## src/rtl/adder_share_arbiter.sv

```systemverilog
// adder_share_arbiter
//   Shares a single adder_nbit between NUM_REQ requesters. Each requester
//   holds a level request. When it is served it gets a one-cycle ack
//   together with a registered N+1-bit sum.
//   Transaction sequence: IDLE (grant + operand latch) -> ISSUE (adder
//   settles) -> CAPTURE (ack/sum_valid high). This gives one result every
//   3 cycles at most.
//
//   Optional macro ARB_FIXED_PRIO_EN: when defined, arbitration is fixed
//   priority (lowest index wins) and the round-robin pointer is removed.
//   When undefined, arbitration is round-robin.
//
// Ports
//   clk        system clock, all logic on posedge
//   rst        synchronous active-high reset
//   req        level request per requester, held until ack
//   a_flat     operand A, requester i at [i*N +: N]
//   b_flat     operand B, same packing
//   ack        one-hot one-cycle pulse to the served requester
//   sum_out    registered N+1-bit sum of the served operands
//   sum_valid  one-cycle pulse coincident with ack
//   sum_id     index of the served requester (valid with sum_valid)
//   busy       high in ISSUE and CAPTURE

module adder_nbit #(
    parameter int N = 10
) (
    input  logic [N-1:0] a,
    input  logic [N-1:0] b,
    output logic [N:0]   sum
);
    assign sum = {1'b0, a} + {1'b0, b};
endmodule

module adder_share_arbiter #(
    parameter int N       = 10,
    parameter int NUM_REQ = 4
) (
    input  logic                      clk,
    input  logic                      rst,
    input  logic [NUM_REQ-1:0]        req,
    input  logic [NUM_REQ*N-1:0]      a_flat,
    input  logic [NUM_REQ*N-1:0]      b_flat,
    output logic [NUM_REQ-1:0]        ack,
    output logic [N:0]                sum_out,
    output logic                      sum_valid,
    output logic [$clog2(NUM_REQ)-1:0] sum_id,
    output logic                      busy
);
    localparam int ID_W = $clog2(NUM_REQ);
    localparam int IW1  = ID_W + 1;

    typedef enum logic [1:0] {IDLE, ISSUE, CAPTURE} state_t;

    state_t            state, state_nxt;
    logic [N-1:0]      a_reg, b_reg;
    logic [ID_W-1:0]   gnt_id;
    logic [N:0]        add_sum;
    logic [ID_W-1:0]   start;
    logic              found;
    logic [ID_W-1:0]   pick;
    logic [IW1-1:0]    idx;

`ifdef ARB_FIXED_PRIO_EN
    assign start = '0;
`else
    logic [ID_W-1:0] rr_ptr;
    assign start = rr_ptr;
`endif

    // Search upward from start, wrapping modulo NUM_REQ. idx is one bit
    // wider so start+k never overflows before the wrap correction.
    always_comb begin
        found = 1'b0;
        pick  = '0;
        idx   = '0;
        for (int k = 0; k < NUM_REQ; k++) begin
            idx = {1'b0, start} + IW1'(k);
            if (idx >= IW1'(NUM_REQ))
                idx = idx - IW1'(NUM_REQ);
            if (!found && req[idx]) begin
                found = 1'b1;
                pick  = idx[ID_W-1:0];
            end
        end
    end

    adder_nbit #(.N(N)) u_add (
        .a   (a_reg),
        .b   (b_reg),
        .sum (add_sum)
    );

    // State register
    always_ff @(posedge clk) begin
        if (rst) state <= IDLE;
        else     state <= state_nxt;
    end

    // Next-state logic
    always_comb begin
        state_nxt = state;
        case (state)
            IDLE:    if (found) state_nxt = ISSUE;
            ISSUE:   state_nxt = CAPTURE;
            CAPTURE: state_nxt = IDLE;
            default: state_nxt = IDLE;
        endcase
    end

    // Output logic
    always_comb begin
        busy = (state == ISSUE) || (state == CAPTURE);
    end

    // Datapath. Operands are frozen at the grant edge, so later changes on
    // a_flat/b_flat/req cannot disturb the transaction in flight. The
    // result registers load on the ISSUE->CAPTURE edge, so ack/sum_valid
    // are high exactly while the FSM sits in CAPTURE.
    always_ff @(posedge clk) begin
        if (rst) begin
            a_reg     <= '0;
            b_reg     <= '0;
            gnt_id    <= '0;
            sum_out   <= '0;
            sum_id    <= '0;
            sum_valid <= 1'b0;
            ack       <= '0;
        end else begin
            sum_valid <= 1'b0;
            ack       <= '0;
            if (state == IDLE && found) begin
                a_reg  <= a_flat[pick*N +: N];
                b_reg  <= b_flat[pick*N +: N];
                gnt_id <= pick;
            end
            if (state == ISSUE) begin
                sum_out   <= add_sum;
                sum_id    <= gnt_id;
                sum_valid <= 1'b1;
                ack       <= NUM_REQ'(1) << gnt_id;
            end
        end
    end

`ifndef ARB_FIXED_PRIO_EN
    // The served requester drops to lowest priority for the next search.
    always_ff @(posedge clk) begin
        if (rst)
            rr_ptr <= '0;
        else if (state == CAPTURE)
            rr_ptr <= (gnt_id == ID_W'(NUM_REQ-1)) ? '0 : gnt_id + ID_W'(1);
    end
`endif

endmodule

```

## config.mk

```make
export PLATFORM = sky130hd
export DESIGN_NAME = adder_share_arbiter
export DESIGN_NICKNAME = d
export VERILOG_FILES = /design/src/rtl/adder_share_arbiter.sv
export SDC_FILE = /design/constraint.sdc
export NUM_CORES = 1
export LEC_CHECK = 0
export CORE_AREA = 2 2 79 81
export CTS_CLUSTER_SIZE = 30
export DETAILED_ROUTE_END_ITERATION = 7
export DIE_AREA = 0 0 81 83
export MAX_ROUTING_LAYER = met4
export PLACE_DENSITY = 0.89
export SLEW_MARGIN = 20
export SYNTH_ARGS = -nofsm -noshare
export SYNTH_HDL_FRONTEND = slang
export SYNTH_SLANG_ARGS = --single-unit
```

## constraint.sdc

```tcl
create_clock -name clk -period 3.57 [get_ports clk]
set_clock_uncertainty 0.1 [all_clocks]
set_input_delay 1.071 -clock clk [delete_from_list [all_inputs] [get_ports clk]]
set_output_delay 1.071 -clock clk [all_outputs]
set_load 0.02 [all_outputs]
```

Yosys cells after proc, flatten, opt, wreduce, memory -nomap -nowiden
Index checks and enable logic that the tools add are counted.

storage, ports and cells
  word-level logic and storage cells = 69
  flip-flop bits (word level) = 44

operators by class
  shift-type cells = 3
  $mul = 1
  order comparisons = 8
  muxes and demuxes = 24
  $add $sub $neg = 9
  bitwise gates (word level) = 1
  reduce and logical (&&, ||, !) cells = 10
  equality and inequality tests = 4

operators by type and width
  cell                                                 count
  variable part select 40 x 7 -> 10 bit                2
  < comparator 3 bit, second input constant            4
  2-to-1 mux 2 bit                                     6
  2-to-1 mux 3 bit                                     4
  adder 10 x 10 -> 11 bit                              1
  >= comparator 3 bit, second input constant           3
  2-to-1 mux 1 bit                                     9
  subtractor 3 bit, second input constant              3
  binary-select mux 1 bit (select 2 bit)               4
  adder 2 x 2 -> 3 bit, second input constant          2
  multiplier 2 x 3 -> 5 bit, second input constant     1
  == test 2 bit, second input constant                 2
  logical AND 1 bit                                    4
  case mux 2 bit (2 select lines)                      1
  << shifter 1 x 2 -> 4 bit, first input constant      1
  adder 2 x 1 -> 3 bit, second input constant          1
  >= comparator 2 x 3 -> 1 bit, second input constant  1
  logical NOT 1 bit                                    3
  subtractor 2 x 3 -> 3 bit, second input constant     1
  adder 2 x 1 -> 2 bit, second input constant          1
  == test 2 x 1 -> 1 bit, second input constant        1
  logical NOT 2 bit                                    1
  != test 2 bit, second input constant                 1
  OR reduction 2 bit                                   1
  2 further kinds                                      2

Longest topological paths before layout
  depth in word-level cells = 16
  depth in mapped cells = 8
  gate-level depth less buffers = 8

Hierarchy
A second synthesis with hierarchy kept.

unflattened totals
  cell total of the unflattened synthesis = 293
  area, all modules = 2822.7 um^2

modules (own cells, without submodules)
  module               cells each  sequential area each (um^2)  instances  area an instance (um^2)
  adder_share_arbiter  239         880.8                        1          2394.8
  adder_nbit           54          0.0                          1          427.9

Worst setup path after synthesis
Ideal clock, no wire load.

  path kind = input to register
  from = input req[0]
  to = register a_reg[0]
  required time = 3.348 ns
  stages on the path = 6
  path slack = 0.772 ns
  setup time = 0.122 ns
  arrival = 2.576 ns
  buffers on the path = 1
  cells stage by stage = nor2b_4 -> or4_4 -> nand2_4 -> buf_12 -> mux2_4 -> a221o_1

between the ends
  cells in the longest elaborated chain, start to end = 14

ends and longest elaborated chain
  what                                    line  RTL
  from (decl)                             41    input logic [NUM_REQ-1:0] req,
  binary-select mux 1 bit (select 2 bit)  81    if (!found && req[idx]) begin
  2-to-1 mux 1 bit (implied by the code)  81
  2-to-1 mux 1 bit                        81
  logical NOT 1 bit                       81
  logical AND 1 bit                       81
  2-to-1 mux 1 bit                        81
  logical NOT 1 bit                       81
  logical AND 1 bit                       81
  2-to-1 mux 1 bit                        81
  logical NOT 1 bit                       81
  logical AND 1 bit                       81
  2-to-1 mux 2 bit                        81
  multiplier 2 x 3 -> 5 bit               133   a_reg <= a_flat[pick*N +: N];
  variable part select 40 x 7 -> 10 bit   133
  to (signal assigned)                    133
  to (decl)                               56    logic [N-1:0] a_reg, b_reg;

Parallel ways exist; a longest one is shown, timed or not. The select of a mux whose other input is x is not followed.
A chain may end at the register's enable or synchronous reset.

Worst setup path in the final report
  from = input req[0]
  to = register b_reg[2]

between the ends
  cells in the longest elaborated chain, start to end = 14

ends and longest elaborated chain
  what                                    line  RTL
  binary-select mux 1 bit (select 2 bit)  81
  2-to-1 mux 1 bit (implied by the code)  81
  2-to-1 mux 1 bit                        81
  logical NOT 1 bit                       81
  logical AND 1 bit                       81
  2-to-1 mux 1 bit                        81
  logical NOT 1 bit                       81
  logical AND 1 bit                       81
  2-to-1 mux 1 bit                        81
  logical NOT 1 bit                       81
  logical AND 1 bit                       81
  2-to-1 mux 2 bit                        81
  multiplier 2 x 3 -> 5 bit               134   b_reg <= b_flat[pick*N +: N];
  variable part select 40 x 7 -> 10 bit   134
  to (signal assigned)                    134
  to (decl)                               56

Parallel ways exist; a longest one is shown, timed or not. The select of a mux whose other input is x is not followed.

==> metrics.txt <==
Overflow after GRT=0; dpl cells=465; max FFs per register=11; Mapped Cells=299; worst vdd ir=0.2106 mV; DR vias/cell=5.550; fmax=309.1 MHz; CTS tree=yes; share of the synthesized area in the top cell type=0.3197; largest cells by area after synthesis=dfxtp_1 32%, mux2_4 10%, a221o_1 7.3%; Iter 0 DRT Violations=119; Die X=81 um; Slew Limit Fails=0; CP Class=input port to register; post-synthesis sequential area ratio=0.3197; Required @ worst endpoint=3.66 ns; r2r startpoint=a_reg[0]; Worst-path clk slew=0.08 ns; Leak Pwr=1.572 nW; die height=83 um; unrepaired setup endpoints after global routing=false; clock sinks=44; postcts setup bufs=0; cts bufs inserted=5; outcome=complete, no violations; hpwl dp=5.786 mm; Syn Std Cell Area=0.002755 sq mm; DR DRC count=0; crit path from=req[0]; worst slew pin tran=0.8257 ns; Worst-Skew Late Latency=0.30 ns; CTS root buf=clkbuf_8; Max clock buf depth=2; post-synthesis average cell area=9.215 sq um; area of the core=0.005816 sq mm; final period demand of the worst path=3.235 ns; vias in the first global route=2612; global-route wire length before repair=12.03 mm; ys flop type=dfxtp_1; CP arrival=3.32 ns; ANT nets after route=0; H-tree Lvls=2; hold-fix buffers at CTS=0; Hold Worst Slack=0.3785 ns; post_cts resized=0; post-synthesis async set-or-reset flop share=0; post-route insts no fill=473; startpoint types=input port; Starting Density=0.4738; final setup TNS=0 ns; ant diodes=0; crit path max fanout=21; Area Overhead vs Synth=43.32%; Rel. slew slack=0.4495; Wirelength per Cell=15.40 um; Filler Cells Inserted=487; total power=1.440 mW; final setup vio count=0; Ys Warns=0; initial antenna violation count=0; hold wc startpoint=sum_out[4]; detailed-route wire length=7.283 mm; top-level I/O count=105; num rows=28; pin count of the biggest net entering global routing=27; pwr dens=364.6 mW/mm^2; routed vias=2625; final hold violations=0; total track usage=0.2301; max-cap check violation count=0; Post-Syn Nets=400; DRT Pass-1 Iters=4; DIE AREA=0.006723 sq mm; Synth cell types=50; Worst Hold Class=register to register; Port Buf Inserts=104; number of flops mapped to enable cells by yosys=0; Synth Register Bits=44; share of cells above drive strength 1=0.1131; r2r setup slk=1.27 ns; Crit. End Element=register; Layout Nets=498; Yosys top cell by area=dfxtp_1; Placer Congestion=0.8768; period utilisation layout=0.9062
[power by group]
part	switching (mW)	internal (mW)	leakage, nW	total [mW]
clock network	0.169	0.207	0.0541	0.376
registers	0.0360	0.543	0.361	0.579
logic	0.216	0.269	1.16	0.485
[path summary, 6_finish.rpt]
kind	end	depth (start not counted)
min reg2reg	sum_out[4]	2
min	sum_out[4]	2
max	b_reg[2]	6
max reg2reg	sum_out[8]	8
[cell usage after synthesis, types with 3 or more instances]
library cell / instances
clkbuf_1: 12
nor2_1: 18
nand3_1: 22
or3_1: 3
mux2i_1: 8
a211oi_1: 3
dfxtp_1: 44
a21oi_1: 30
inv_1: 7
o21ai_0: 26
a21o_1: 3
mux2_4: 19
ha_1: 14
nand2b_1: 6
nand2_1: 9
nor3_1: 5
xnor2_1: 3
nor2b_1: 3
buf_2: 3
o21a_1: 3
nor3b_1: 4
a221o_1: 20
[layout by cell type, fill, tap and decap left out, types with 2 or more instances in the layout]
cell type / synthesis / layout
clkdlybuf4s50_1: 0 / 104
dfxtp_1: 44 / 44
a21oi_1: 30 / 30
o21ai_0: 26 / 26
nand3_1: 22 / 22
a221o_1: 20 / 20
mux2_4: 19 / 19
nor2_1: 18 / 18
ha_1: 14 / 14
nand2_1: 9 / 9
mux2i_1: 8 / 8
buf_4: 0 / 8
inv_1: 7 / 7
nand2b_1: 6 / 6
clkbuf_8: 0 / 5
nor3b_1: 4 / 4
nor3_1: 5 / 4
nor2b_1: 3 / 3
a21o_1: 3 / 3
o21a_1: 3 / 3
a211oi_1: 3 / 3
or3_1: 3 / 3
xnor2_1: 3 / 3
a21boi_0: 2 / 2
o211ai_1: 2 / 2
[cell type report]
| type | instances | area [sq um] | area share |
|---|---|---|---|
| clock buffers | 5 | 68.82 | 0.01743 |
| inverters | 7 | 26.28 | 0.006654 |
| repair buffers | 112 | 1101 | 0.2788 |
| flip-flops and latches | 44 | 880.8 | 0.2231 |
| well taps | 75 | 93.84 | 0.02376 |
| multi-input cells | 227 | 1735 | 0.4395 |
| clock inverters | 3 | 42.54 | 0.01077 |
[metal layers]
layer / track usage / share of wire / routed length [um]
met5: - / 0 / 0
met4: 0.07088 / 0.013 / 97
met3: 0.03370 / 0.054 / 392
met2: 0.3862 / 0.49 / 3592
met1: 0.2817 / 0.44 / 3201
[worst max-delay path: stages]
cell and delay (ns):
clkdlybuf4s50_1 0.52, nor2b_4 0.19, or4_4 0.54, nand2_4 0.33, mux2_1 0.36, a221o_1 0.31
[kinds of logic after synthesis]
logic type                 Yosys count  share of synthesized area
AOI/OAI and AO/OA                   98                     0.2393
and+or+nand+nor                     83                     0.1671
DFF                                 44                     0.3197
buffers and inverters               28                    0.05677
muxes                               28                     0.1367
adders and majority gates           15                    0.07085
xor gates and xnor gates             3                   0.009539
[stage by stage]
step           area (sq um)  utilization  setup slack (ns)
3_3_place_gp           3831       0.6588           0.06535
3_5_place_dp           3837       0.6599           0.03194
5_1_grt                3949       0.6790            0.2613
2_1_floorplan          2755            -            0.7725
4_1_cts                3949       0.6790            0.3530
6_report               3949       0.6790            0.3349
Power figures use the tool's default switching activity.
